File: src/rtl/adder_pkg.sv
// adder_pkg: shared types for the chunked adder/subtractor
package adder_pkg;
  typedef enum logic {ADD, SUB} op_t;
  typedef struct packed {logic n, z, c, v;} flags_t;
  typedef enum logic [1:0] {IDLE, RUN, DONE} state_t;
endpackage

File: src/rtl/chunk_adder.sv
// chunk_adder: combinational W-bit ripple adder exposing the carry into the MSB
module chunk_adder #(
  parameter int W = 8
) (
  input  logic [W-1:0] a,
  input  logic [W-1:0] b,
  input  logic         cin,
  output logic [W-1:0] sum,
  output logic         cout,
  output logic         c_msb
);
  logic [W:0] c;
  assign c[0] = cin;
  for (genvar i = 0; i < W; i++) begin : g_fa
    assign sum[i]   = a[i] ^ b[i] ^ c[i];
    assign c[i+1] = (a[i] & b[i]) | (c[i] & (a[i] ^ b[i]));
  end
  assign cout  = c[W];
  assign c_msb = c[W-1];
endmodule

File: src/rtl/chunked_adder.sv
// chunked_adder: multi-cycle add/sub, CHUNK bits per clock with a carry register.
// Define CHUNKED_ADDER_FLAGS_EN to generate registered {N,Z,C,V} flags.
module chunked_adder
  import adder_pkg::*;
#(
  parameter int WIDTH = 32,
  parameter int CHUNK = 8
) (
  input  logic             clk,
  input  logic             reset,
  input  logic             in_valid,
  output logic             in_ready,
  input  logic [WIDTH-1:0] a,
  input  logic [WIDTH-1:0] b,
  input  op_t              op,
  input  logic             cin,
  output logic             out_valid,
  input  logic             out_ready,
  output logic [WIDTH-1:0] sum,
  output logic             cout,
  output flags_t           flags
);
  localparam int NCHUNK = WIDTH / CHUNK;
  localparam int IW = NCHUNK > 1 ? $clog2(NCHUNK) : 1;
  localparam logic [IW-1:0] LAST = IW'(NCHUNK - 1);
  state_t           state;
  logic [WIDTH-1:0] a_q, b_q, nsum;
  logic [IW-1:0]    idx;
  logic             carry, co, c_msb;
  logic [CHUNK-1:0] s;
  chunk_adder #(.W(CHUNK)) u_chunk (
    .a    (a_q[idx*CHUNK +: CHUNK]),
    .b    (b_q[idx*CHUNK +: CHUNK]),
    .cin  (carry),
    .sum  (s),
    .cout (co),
    .c_msb(c_msb)
  );
  // sum is built in place; nsum is its value after the current chunk lands
  always_comb begin
    nsum = sum;
    nsum[idx*CHUNK +: CHUNK] = s;
  end
`ifdef CHUNKED_ADDER_FLAGS_EN
  flags_t flags_q;
  assign flags = flags_q;
`else
  logic unused_c_msb;
  assign unused_c_msb = c_msb;
  assign flags = '0;
`endif
  always_ff @(posedge clk) begin
    if (reset) begin
      state     <= IDLE;
      in_ready  <= 1'b1;
      out_valid <= 1'b0;
      sum       <= '0;
      cout      <= 1'b0;
      idx       <= '0;
      carry     <= 1'b0;
      a_q       <= '0;
      b_q       <= '0;
`ifdef CHUNKED_ADDER_FLAGS_EN
      flags_q   <= '0;
`endif
    end else begin
      case (state)
        IDLE: if (in_valid) begin
          a_q      <= a;
          b_q      <= op == SUB ? ~b : b;
          carry    <= op == SUB ? 1'b1 : cin;
          idx      <= '0;
          in_ready <= 1'b0;
          state    <= RUN;
        end
        RUN: begin
          sum   <= nsum;
          carry <= co;
          idx   <= idx + 1'b1;
          if (idx == LAST) begin
            idx       <= '0;
            cout      <= co;
            out_valid <= 1'b1;
            state     <= DONE;
`ifdef CHUNKED_ADDER_FLAGS_EN
            flags_q   <= '{n: nsum[WIDTH-1], z: nsum == '0, c: co, v: c_msb ^ co};
`endif
          end
        end
        DONE: if (out_ready) begin
          out_valid <= 1'b0;
          in_ready  <= 1'b1;
          state     <= IDLE;
        end
        default: state <= IDLE;
      endcase
    end
  end
endmodule
File: config.mk
export PLATFORM = sky130hd
export DESIGN_NAME = chunked_adder
export DESIGN_NICKNAME = d
export VERILOG_FILES = /design/src/rtl/adder_pkg.sv /design/src/rtl/chunk_adder.sv /design/src/rtl/chunked_adder.sv
export SDC_FILE = /design/constraint.sdc
export NUM_CORES = 1
export LEC_CHECK = 0
export CORE_MARGIN = 1.5
export CORE_UTILIZATION = 40
export CTS_BUF_LIST = sky130_fd_sc_hd__clkbuf_4 sky130_fd_sc_hd__clkbuf_8
export DETAILED_ROUTE_END_ITERATION = 16
export PLACE_DENSITY_LB_ADDON = 0.25
export RECOVER_POWER = 100
export SYNTH_ARGS = -nofsm -noshare
export SYNTH_HDL_FRONTEND = slang
export SYNTH_SLANG_ARGS = --single-unit
File: constraint.sdc
create_clock -name clk -period 5.5 [get_ports clk]
set_input_delay 0.825 -clock clk [delete_from_list [all_inputs] [get_ports clk]]
set_output_delay 0.825 -clock clk [all_outputs]
set_load 0.01 [all_outputs]
==> results.cfg, run 1 <==
[outcome]
status = finished, violations left
violations = max-capacitance violations, max-slew violations

[synth]
yosysMostFrequentCell = dfxtp_1
synthFlopType = dfxtp_1
synth_top_area_share_pct = 45.14
async_reset_ff_share_pct = 0
yosysWarnings = 0
synthCells = 463
yosysTopAreaCell = dfxtp_1
synth_edf_count = 0
synth.avg_cell_area_um2 = 9.961
synth_cell_types = 35
synth.yosys.seq_area_share_pct = 45.14
synth_seq_cells = 104
synth_top_cells_by_count = 104 x dfxtp_1, 69 x nand2_1, 39 x nor2_1
synthTopCellsByArea = dfxtp_1 45%, mux4_2 7.8%, xnor2_1 6.1%, nand2_1 5.6%, a22o_1 5.3%
syn_area_mm2 = 0.004612

[sta]
min_period_ns = 4.585
final_max_slew_viol_count = 87
worst_pin_slew_ns = 3.656
hold_violations = 0
timing.slew.headroom_pct = -143.7
finClkSkew_ns = 0.008569
max_freq_mhz = 218.1
rsz0062_at_grt = no
final.setup.tns_ns = 0
setup_viol = 0
fin_crit_sh_pct = 83.37

[setup_path]
timing.rr.end = sum[7]$_SDFFE_PP0P_
crit_path_end_kind = flop
crit_path_max_fanout = 17
timing.rr.start = idx[0]$_SDFFE_PP0P_
arrival_ns = 4.85
r2r_slack_ns = 0.91
worstPathRequired_ns = 5.77
slowest_delay_ns = 0.67
cpMostUsedCell = fa_1
start_kind = flop
slowest_stage = dfxtp_1
r2r.worst_path.cells = 13
worstSetupPathType = flop to flop
cp_cell_sequence = buf_4, mux4_2, inv_1, fa_1, fa_1, fa_1, inv_1, fa_1, fa_1, fa_1, fa_1, nor2b_1, a22o_1
crit_family = adder cells
cp.buffers_inverters = 3

[cts]
cts.path.max_buffers = 2
clkLatencyLatePin_ns = 0.37
clockRootBuffer = clkbuf_8
htree_levels = 3
cts_setup_buffers = 0
holdBufCountCts = 0
cts_made_buffers = 9
cts.sinks = 104
cts_tree = built
clk_pin_slew_ns = 0.10
cts_resized = 0

[floorplanning]
io_pins = 109
coreArea_mm2 = 0.01132
die_w_um = 110.4
start_util_pct = 40.74
dieArea_mm2 = 0.01218
die_y_um = 110.4
rows = 39

[power]
p_leak_uw = 0.002225
p_comb_share_pct = 17.3
p_sw_uw = 439.4
p_total_uw = 1545
ir_drop_uv = 136.3
power_density_mw_per_mm2 = 264.5
swShare_pct = 28.44
clkPwrFrac_pct = 29.4
pwr-share-seq_pct = 53.3
power.internal_uw = 1105

[route]
drt_iter0_drc = 115
post_drt_wl_per_cell_um = 15.03
dr.pass1.iters = 4
vias_per_cell = 4.960
vias = 3447
finalWirelength_mm = 10.45
ant_nets = 0
drc = 0

[cells_and_area]
n_antenna_cell = 0
drive_gt1_share_pct = 7.790
nFillCells = 1079
final_cells = 695
final_util_pct = 51.58
area_delta_synth_final_pct = 26.61
layout.nets = 631

[hold_path]
holdPathEnd = a_q[7]$_SDFFE_PP0P_
whs_path_depth = 2
hp-class = flop to flop
min_from = a_q[7]$_SDFFE_PP0P_

[global_route]
grt_pass1_wl_mm = 16.86
antenna_found_initial = 0
grt_pass1_vias = 3314
grt_max_degree = 97
groute.usage.overall_pct = 18.27
gr-total-overflow = 0

[run]
drv_cap = 1

[place]
dpl.hpwl_mm = 7.848
post-place-cells = 679
io_buffers = 104
place.gp.congestion = 0.8328
==> sequential cells by signal, indices dropped and copies added (netlist names) <==
signal     count
carry          1
out_valid      1
a_q           32
state          2
b_q           32
cout           1
idx            2
in_ready       1
sum           32
==> layout make-up <==
cell class	instances	area (um2)	share of cell area, %
flip-flops and latches	104	2082	35.65
inverters	14	52.55	0.8999
well taps	143	178.9	3.064
clock buffers	9	123.9	2.121
clock inverters	7	61.31	1.050
multi-input cells	310	2283	39.10
repair buffers	108	1057	18.11
==> worst reg2reg max path, delay by kind of cell, from the launching register on <==
kind | cells | cell delay [ns]
adders and majority gates | 7 | 2.28
DFF | 1 | 0.67
muxes | 1 | 0.53
buffers and inverters | 3 | 0.49
AOI/OAI and AO/OA | 1 | 0.35
and+or+nand+nor | 1 | 0.17
==> layout by cell type, fill, tap and decap left out, drive strengths merged, types with 3 or more instances in the layout <==
cell type / instances
dfxtp: 104
fa: 8
buf: 5
clkbuf: 10
mux4: 16
o2bb2ai: 4
xnor2: 32
conb: 4
a22o: 28
a21oi: 42
nand3: 3
nor2b: 7
clkdlybuf4s50: 67
dlygate4sd3: 35
inv: 18
nand2: 69
nand3b: 4
nor2: 39
a211oi: 32
ha: 6
==> power by group through the flow <==
stage | Sequential (uW) | Combinational, uW | Clock (uW)
after floorplan | 830 | 180 | 0
after global placement | 841 | 266 | 0
after detailed placement | 842 | 271 | 0
after CTS | 825 | 271 | 461
after global routing | 830 | 297 | 502
final | 824 | 267 | 454
==> stage by stage <==
step | hold WS [ns] | cell area, um2 | worst slack [ns]
floorplan | 0.4331 | 4623 | 1.424
global placement | 0.4452 | 5669 | 1.142
detailed placement | 0.4468 | 5669 | 1.003
CTS | 0.4620 | 5854 | 0.9776
global route | 0.4843 | 5839 | 0.5650
finish | 0.4612 | 5839 | 0.9148
==> worst max-delay path by stage <==
stage                              from              endpoint  slack [ns]  depth (start not counted)
CTS                 idx[0]$_SDFFE_PP0P_  sum[15]$_SDFFE_PP0P_        0.98                         13
finish              idx[0]$_SDFFE_PP0P_   sum[7]$_SDFFE_PP0P_        0.91                         13
detailed placement  idx[0]$_SDFFE_PP0P_   sum[7]$_SDFFE_PP0P_        1.00                         13
global placement    idx[0]$_SDFFE_PP0P_   sum[7]$_SDFFE_PP0P_        1.14                         13
floorplan           idx[1]$_SDFFE_PP0P_  sum[15]$_SDFFE_PP0P_        1.42                         15
global route        idx[0]$_SDFFE_PP0P_   sum[7]$_SDFFE_PP0P_        0.56                         13
==> kinds of logic (layout without fill, tap and decap cells) <==
kind of cell    count (synthesis)  count (layout)  synth area share, %
compound gates                113             113                17.23
other cells                     1               4              0.08131
buf+inv                        52             138                5.345
simple gates                  131             131                13.21
xor+xnor                       32              32                6.077
mux                            16              16                7.813
flops                         104             104                45.14
fa+ha+maj                      14              14                5.100
==> metal layers <==
layer,routed length [um],vias to the layer above,GRT usage [%]
li1,-,1770,-
met1,4876,1569,24.13
met2,4878,90,29.54
met3,472,18,4.115
met4,221,0,6.227
met5,0,-,0
No activity file was read; power rests on OpenSTA's default activity.
==> run 2: changes to the inputs <==
clock period = 4.6 ns   (was 5.5 ns; I/O delays follow)
==> run 2 against run 1 <==
Largest cell class unchanged; clock skew increased by 0.0060 ns; register-to-register slack got worse by 0.42 ns; sequential power increased by 19%; largest power group unchanged; final area increased by 1.1%; the run still ends with max-capacitance violations, max-slew violations left; die area unchanged.
==> results.cfg, run 2 (synthesis results as in run 1) <==
[cts]
cts_setup_buffers = 0
cts.sinks = 104
cts_made_buffers = 9
holdBufCountCts = 0
cts_tree = built
clkLatencyLatePin_ns = 0.38
clockRootBuffer = clkbuf_8
cts.path.max_buffers = 2
htree_levels = 3
clk_pin_slew_ns = 0.11
cts_resized = 0

[global_route]
groute.usage.overall_pct = 18.00
grt_max_degree = 97
antenna_found_initial = 0
gr-total-overflow = 0
grt_pass1_vias = 3431
grt_pass1_wl_mm = 16.66

[route]
ant_nets = 0
finalWirelength_mm = 10.26
drt_iter0_drc = 100
post_drt_wl_per_cell_um = 14.72
vias = 3495
dr.pass1.iters = 5
drc = 0
vias_per_cell = 5.014

[cells_and_area]
final_cell_mix = 104 x dfxtp_1, 69 x nand2_1, 67 x clkdlybuf4s50_1, 39 x nor2_1, 38 x a21oi_1
final_cells = 697
nFillCells = 1078
drive_gt1_share_pct = 8.123
top_regs = a_q: 32 flops, b_q: 32 flops, sum: 32 flops
area_delta_synth_final_pct = 28.02
n_antenna_cell = 0
layout.nets = 633
final_common_cell = dfxtp_1
fin_area_mm2 = 0.005904

[hold_path]
min_from = a_q[13]$_SDFFE_PP0P_
whs_path_depth = 2
hp-class = flop to flop
holdPathEnd = a_q[13]$_SDFFE_PP0P_

[sta]
final_max_slew_viol_count = 77
final.setup.tns_ns = 0
fin_crit_sh_pct = 89.32
min_period_ns = 4.109
timing.final.ws_setup_ns = 0.4912
rsz0062_at_grt = no
finClkSkew_ns = 0.01460
timing.slew.headroom_pct = -122.7
max_freq_mhz = 243.4
worst_pin_slew_ns = 3.340
setup_viol = 0
hold_violations = 0

[place]
dpl.hpwl_mm = 7.749
place.gp.congestion = 0.8201
io_buffers = 104
post_dp_cell_area_mm2 = 0.005684
place_ws_ns = 0.4940
post-place-cells = 681

[outcome]
status = finished, violations left
violations = max-capacitance violations, max-slew violations

[setup_path]
arrival_ns = 4.38
start_kind = flop
timing.rr.end = sum[15]$_SDFFE_PP0P_
crit_family = adder cells
slowest_delay_ns = 0.54
cp_cell_sequence = mux4_2, inv_1, fa_1, fa_1, fa_1, fa_1, inv_1, fa_1, fa_1, fa_1, fa_1, nor2b_1, a22o_1
cp.buffers_inverters = 2
slowest_stage = mux4_2
timing.rr.start = idx[0]$_SDFFE_PP0P_
r2r.worst_path.cells = 13
worstPathRequired_ns = 4.87
crit_path_end_kind = flop
r2r_slack_ns = 0.49
worstSetupPathType = flop to flop
cpMostUsedCell = fa_1
crit_path_max_fanout = 5

[floorplanning]
start_util_pct = 40.74
die_w_um = 110.4
rows = 39
die_y_um = 110.4
io_pins = 109
dieArea_mm2 = 0.01218
coreArea_mm2 = 0.01132

[power]
p_total_uw = 1962
p_leak_uw = 0.002252
ir_drop_uv = 161.1
power_density_mw_per_mm2 = 332.2

[run]
drv_cap = 1
run 2: final cells by class:
type	count	area [um2]	area share, %
multi-input cells	310	2283	38.67
repair buffers	110	1071	18.14
inverters	14	52.55	0.8900
clock inverters	7	112.6	1.907
well taps	143	178.9	3.030
flip-flops and latches	104	2082	35.26
clock buffers	9	123.9	2.098
run 2: per-stage QoR:
step                hold slack [ns]  util, %
floorplan                    0.4331        -
global placement             0.4434    50.21
detailed placement           0.4465    50.21
CTS                          0.4608    52.30
global route                 0.4793    52.16
finish                       0.4580    52.16
run 2: worst reg2reg max path: cells and delay by family (launching register included):
kind / cells / cell delay [ns]
fa+ha+maj: 8 / 2.44
mux: 1 / 0.54
flops: 1 / 0.47
compound gates: 1 / 0.24
simple gates: 1 / 0.18
buf+inv: 2 / 0.14
run 2: worst max-delay path by stage:
stage / startpoint / endpoint / depth (start not counted)
6_report: idx[0]$_SDFFE_PP0P_ / sum[15]$_SDFFE_PP0P_ / 13
5_1_grt: idx[0]$_SDFFE_PP0P_ / sum[15]$_SDFFE_PP0P_ / 13
4_1_cts: idx[0]$_SDFFE_PP0P_ / sum[15]$_SDFFE_PP0P_ / 13
3_5_place_dp: idx[0]$_SDFFE_PP0P_ / sum[15]$_SDFFE_PP0P_ / 13
3_3_place_gp: idx[0]$_SDFFE_PP0P_ / sum[15]$_SDFFE_PP0P_ / 13
2_1_floorplan: idx[1]$_SDFFE_PP0P_ / sum[15]$_SDFFE_PP0P_ / 15
run 2: metal layers:
metal	up-vias	track usage, %	share of wire [%]
li1	1768	-	-
met1	1615	22.47	45
met2	95	30.69	49
met3	17	3.057	4.4
met4	0	7.601	1.9
met5	-	0	0
run 2: report_power, final:
part / leakage (uW) / switching [uW] / internal (uW) / total (uW)
registers: 0.000852 / 31.2 / 951 / 982
logic: 0.00129 / 160 / 164 / 324
clock network: 0.000115 / 338 / 318 / 656
total: 0.00225 / 529 / 1430 / 1960
==> run 3: changes to the inputs <==
CTS_BUF_LIST = sky130_fd_sc_hd__clkbuf_4   (was sky130_fd_sc_hd__clkbuf_4 sky130_fd_sc_hd__clkbuf_8)
clock period = 4.38 ns   (was 4.6 ns; I/O delays follow)
==> run 3 against run 2 <==
The flow still finishes with violations (max-capacitance violations, max-slew violations); non-clock buffer count stayed put; final cell count is the same; sequential power grew 5%; clock power down 21%; clock skew rose by 0.0042 ns; critical path depth did not move; die area unchanged.
==> results.cfg, run 3 (synthesis results as in run 1) <==
[outcome]
status = finished, violations left
violations = max-capacitance violations, max-slew violations

[setup_path]
crit_path_end_kind = flop
timing.rr.end = sum[7]$_SDFFE_PP0P_
start_kind = flop
arrival_ns = 4.49
cp_cell_sequence = buf_4, mux4_2, inv_1, fa_1, fa_1, fa_1, inv_1, fa_1, fa_1, fa_1, fa_1, nor2b_1, a22o_1
r2r.worst_path.cells = 13
slowest_delay_ns = 0.52
crit_family = adder cells
cp.buffers_inverters = 3
slowest_stage = mux4_2
worstPathRequired_ns = 4.76
cpMostUsedCell = fa_1
timing.rr.start = idx[0]$_SDFFE_PP0P_
worstSetupPathType = flop to flop
r2r_slack_ns = 0.26
cp-startpoint = idx[0]$_SDFFE_PP0P_
crit_path_max_fanout = 5
cp-endpoint = sum[7]$_SDFFE_PP0P_
worst-path-stages = 13

[cts]
holdBufCountCts = 0
clockRootBuffer = clkbuf_4
cts.path.max_buffers = 2
cts_setup_buffers = 0
clk_pin_slew_ns = 0.16
htree_levels = 3
cts_made_buffers = 9
cts_tree = built
clkLatencyLatePin_ns = 0.47
cts.sinks = 104
cts_resized = 0

[power]
power_density_mw_per_mm2 = 326.7
ir_drop_uv = 194.3
p_leak_uw = 0.002179

[sta]
final.setup.tns_ns = 0
final_max_slew_viol_count = 163
timing.slew.headroom_pct = -57.73
rsz0062_at_grt = no
hold_violations = 0
finClkSkew_ns = 0.01880
worst_pin_slew_ns = 2.366
setup_viol = 0
max_freq_mhz = 243.0
fin_crit_sh_pct = 93.95
min_period_ns = 4.115

[global_route]
grtUsageMet2_pct = 30.47
groute.usage.overall_pct = 18.05
grt_util_met3_pct = 4.233
gr-total-overflow = 0
grt_pass1_vias = 3360
antenna_found_initial = 0
met1_usage_pct = 23.52
grt_max_degree = 97
top_usage_layer = met2
grt_pass1_wl_mm = 16.80

[route]
dr.pass1.iters = 4
post_drt_wl_per_cell_um = 14.96
vias = 3508
finalWirelength_mm = 10.43
vias_per_cell = 5.033
drt_iter0_drc = 121
drc = 0
ant_nets = 0

[place]
io_buffers = 104
dpl.hpwl_mm = 7.954
place.gp.congestion = 0.7958

[floorplanning]
io_pins = 109
die_y_um = 110.4
dieArea_mm2 = 0.01218
rows = 39
start_util_pct = 40.74
coreArea_mm2 = 0.01132
die_w_um = 110.4

[cells_and_area]
top_regs = a_q: 32 flops, b_q: 32 flops, sum: 32 flops
layout.nets = 633
area_delta_synth_final_pct = 25.26
final_common_cell = dfxtp_1
drive_gt1_share_pct = 7.762
final_cell_mix = 104 x dfxtp_1, 69 x nand2_1, 66 x clkdlybuf4s50_1, 39 x nor2_1, 38 x a21oi_1
final_util_pct = 51.03
n_antenna_cell = 0

[hold_path]
hp-class = flop to flop

[run]
drv_cap = 3
[run 3: metal layers]
metal | vias to the layer above | routed length (um)
li1 | 1775 | -
met1 | 1636 | 4951
met2 | 84 | 4892
met3 | 13 | 466
met4 | 0 | 114
met5 | - | 0
[run 3: report_power, final]
group	switching (uW)	total (uW)	leakage, uW	internal, uW
combinational	168	339	0.00124	171
clock	334	516	0.0000820	181
sequential	32.2	1030	0.000852	1000
[run 3: layout make-up]
class                      instances  area (um2)
clock buffer                       9       67.56
sequential                       104        2082
tap                              143       178.9
clock inverter                     7       81.33
fill                            1085        5544
timing repair buffer             110        1070
multi-input combinational        310        2245
inverter                          14       52.55
[run 3: per-stage QoR]
stage	total power, uW	std cells	instance area [um2]	hold WS [ns]	setup WS (ns)
final	1887	697	5777	0.4647	0.2650
after floorplan	1268	466	4623	0.4331	0.3038
after detailed placement	1400	681	5684	0.4485	0.2416
after global routing	1982	697	5777	0.4972	0.05245
after CTS	1903	697	5833	0.4682	0.2402
after global placement	1393	681	5684	0.4406	0.3712
[run 3: worst min-delay path by stage]
stage,start,end,slack (ns),depth (start not counted)
CTS,a_q[8]$_SDFFE_PP0P_,a_q[8]$_SDFFE_PP0P_,0.47,2
global route,a_q[6]$_SDFFE_PP0P_,a_q[6]$_SDFFE_PP0P_,0.50,2
finish,a_q[8]$_SDFFE_PP0P_,a_q[8]$_SDFFE_PP0P_,0.46,2
floorplan,a_q[16]$_SDFFE_PP0P_,a_q[16]$_SDFFE_PP0P_,0.43,2
global placement,a_q[6]$_SDFFE_PP0P_,a_q[6]$_SDFFE_PP0P_,0.44,2
detailed placement,a_q[8]$_SDFFE_PP0P_,a_q[8]$_SDFFE_PP0P_,0.45,2
[run 3: worst register-to-register path, stage by stage, from the launching register on]
cell     delay (ns)
dfxtp_1        0.49
buf_4          0.22
mux4_2         0.52
inv_1          0.10
fa_1           0.20
fa_1           0.19
fa_1           0.16
inv_1          0.05
fa_1           0.40
fa_1           0.46
fa_1           0.39
fa_1           0.46
nor2b_1        0.17
a22o_1         0.23
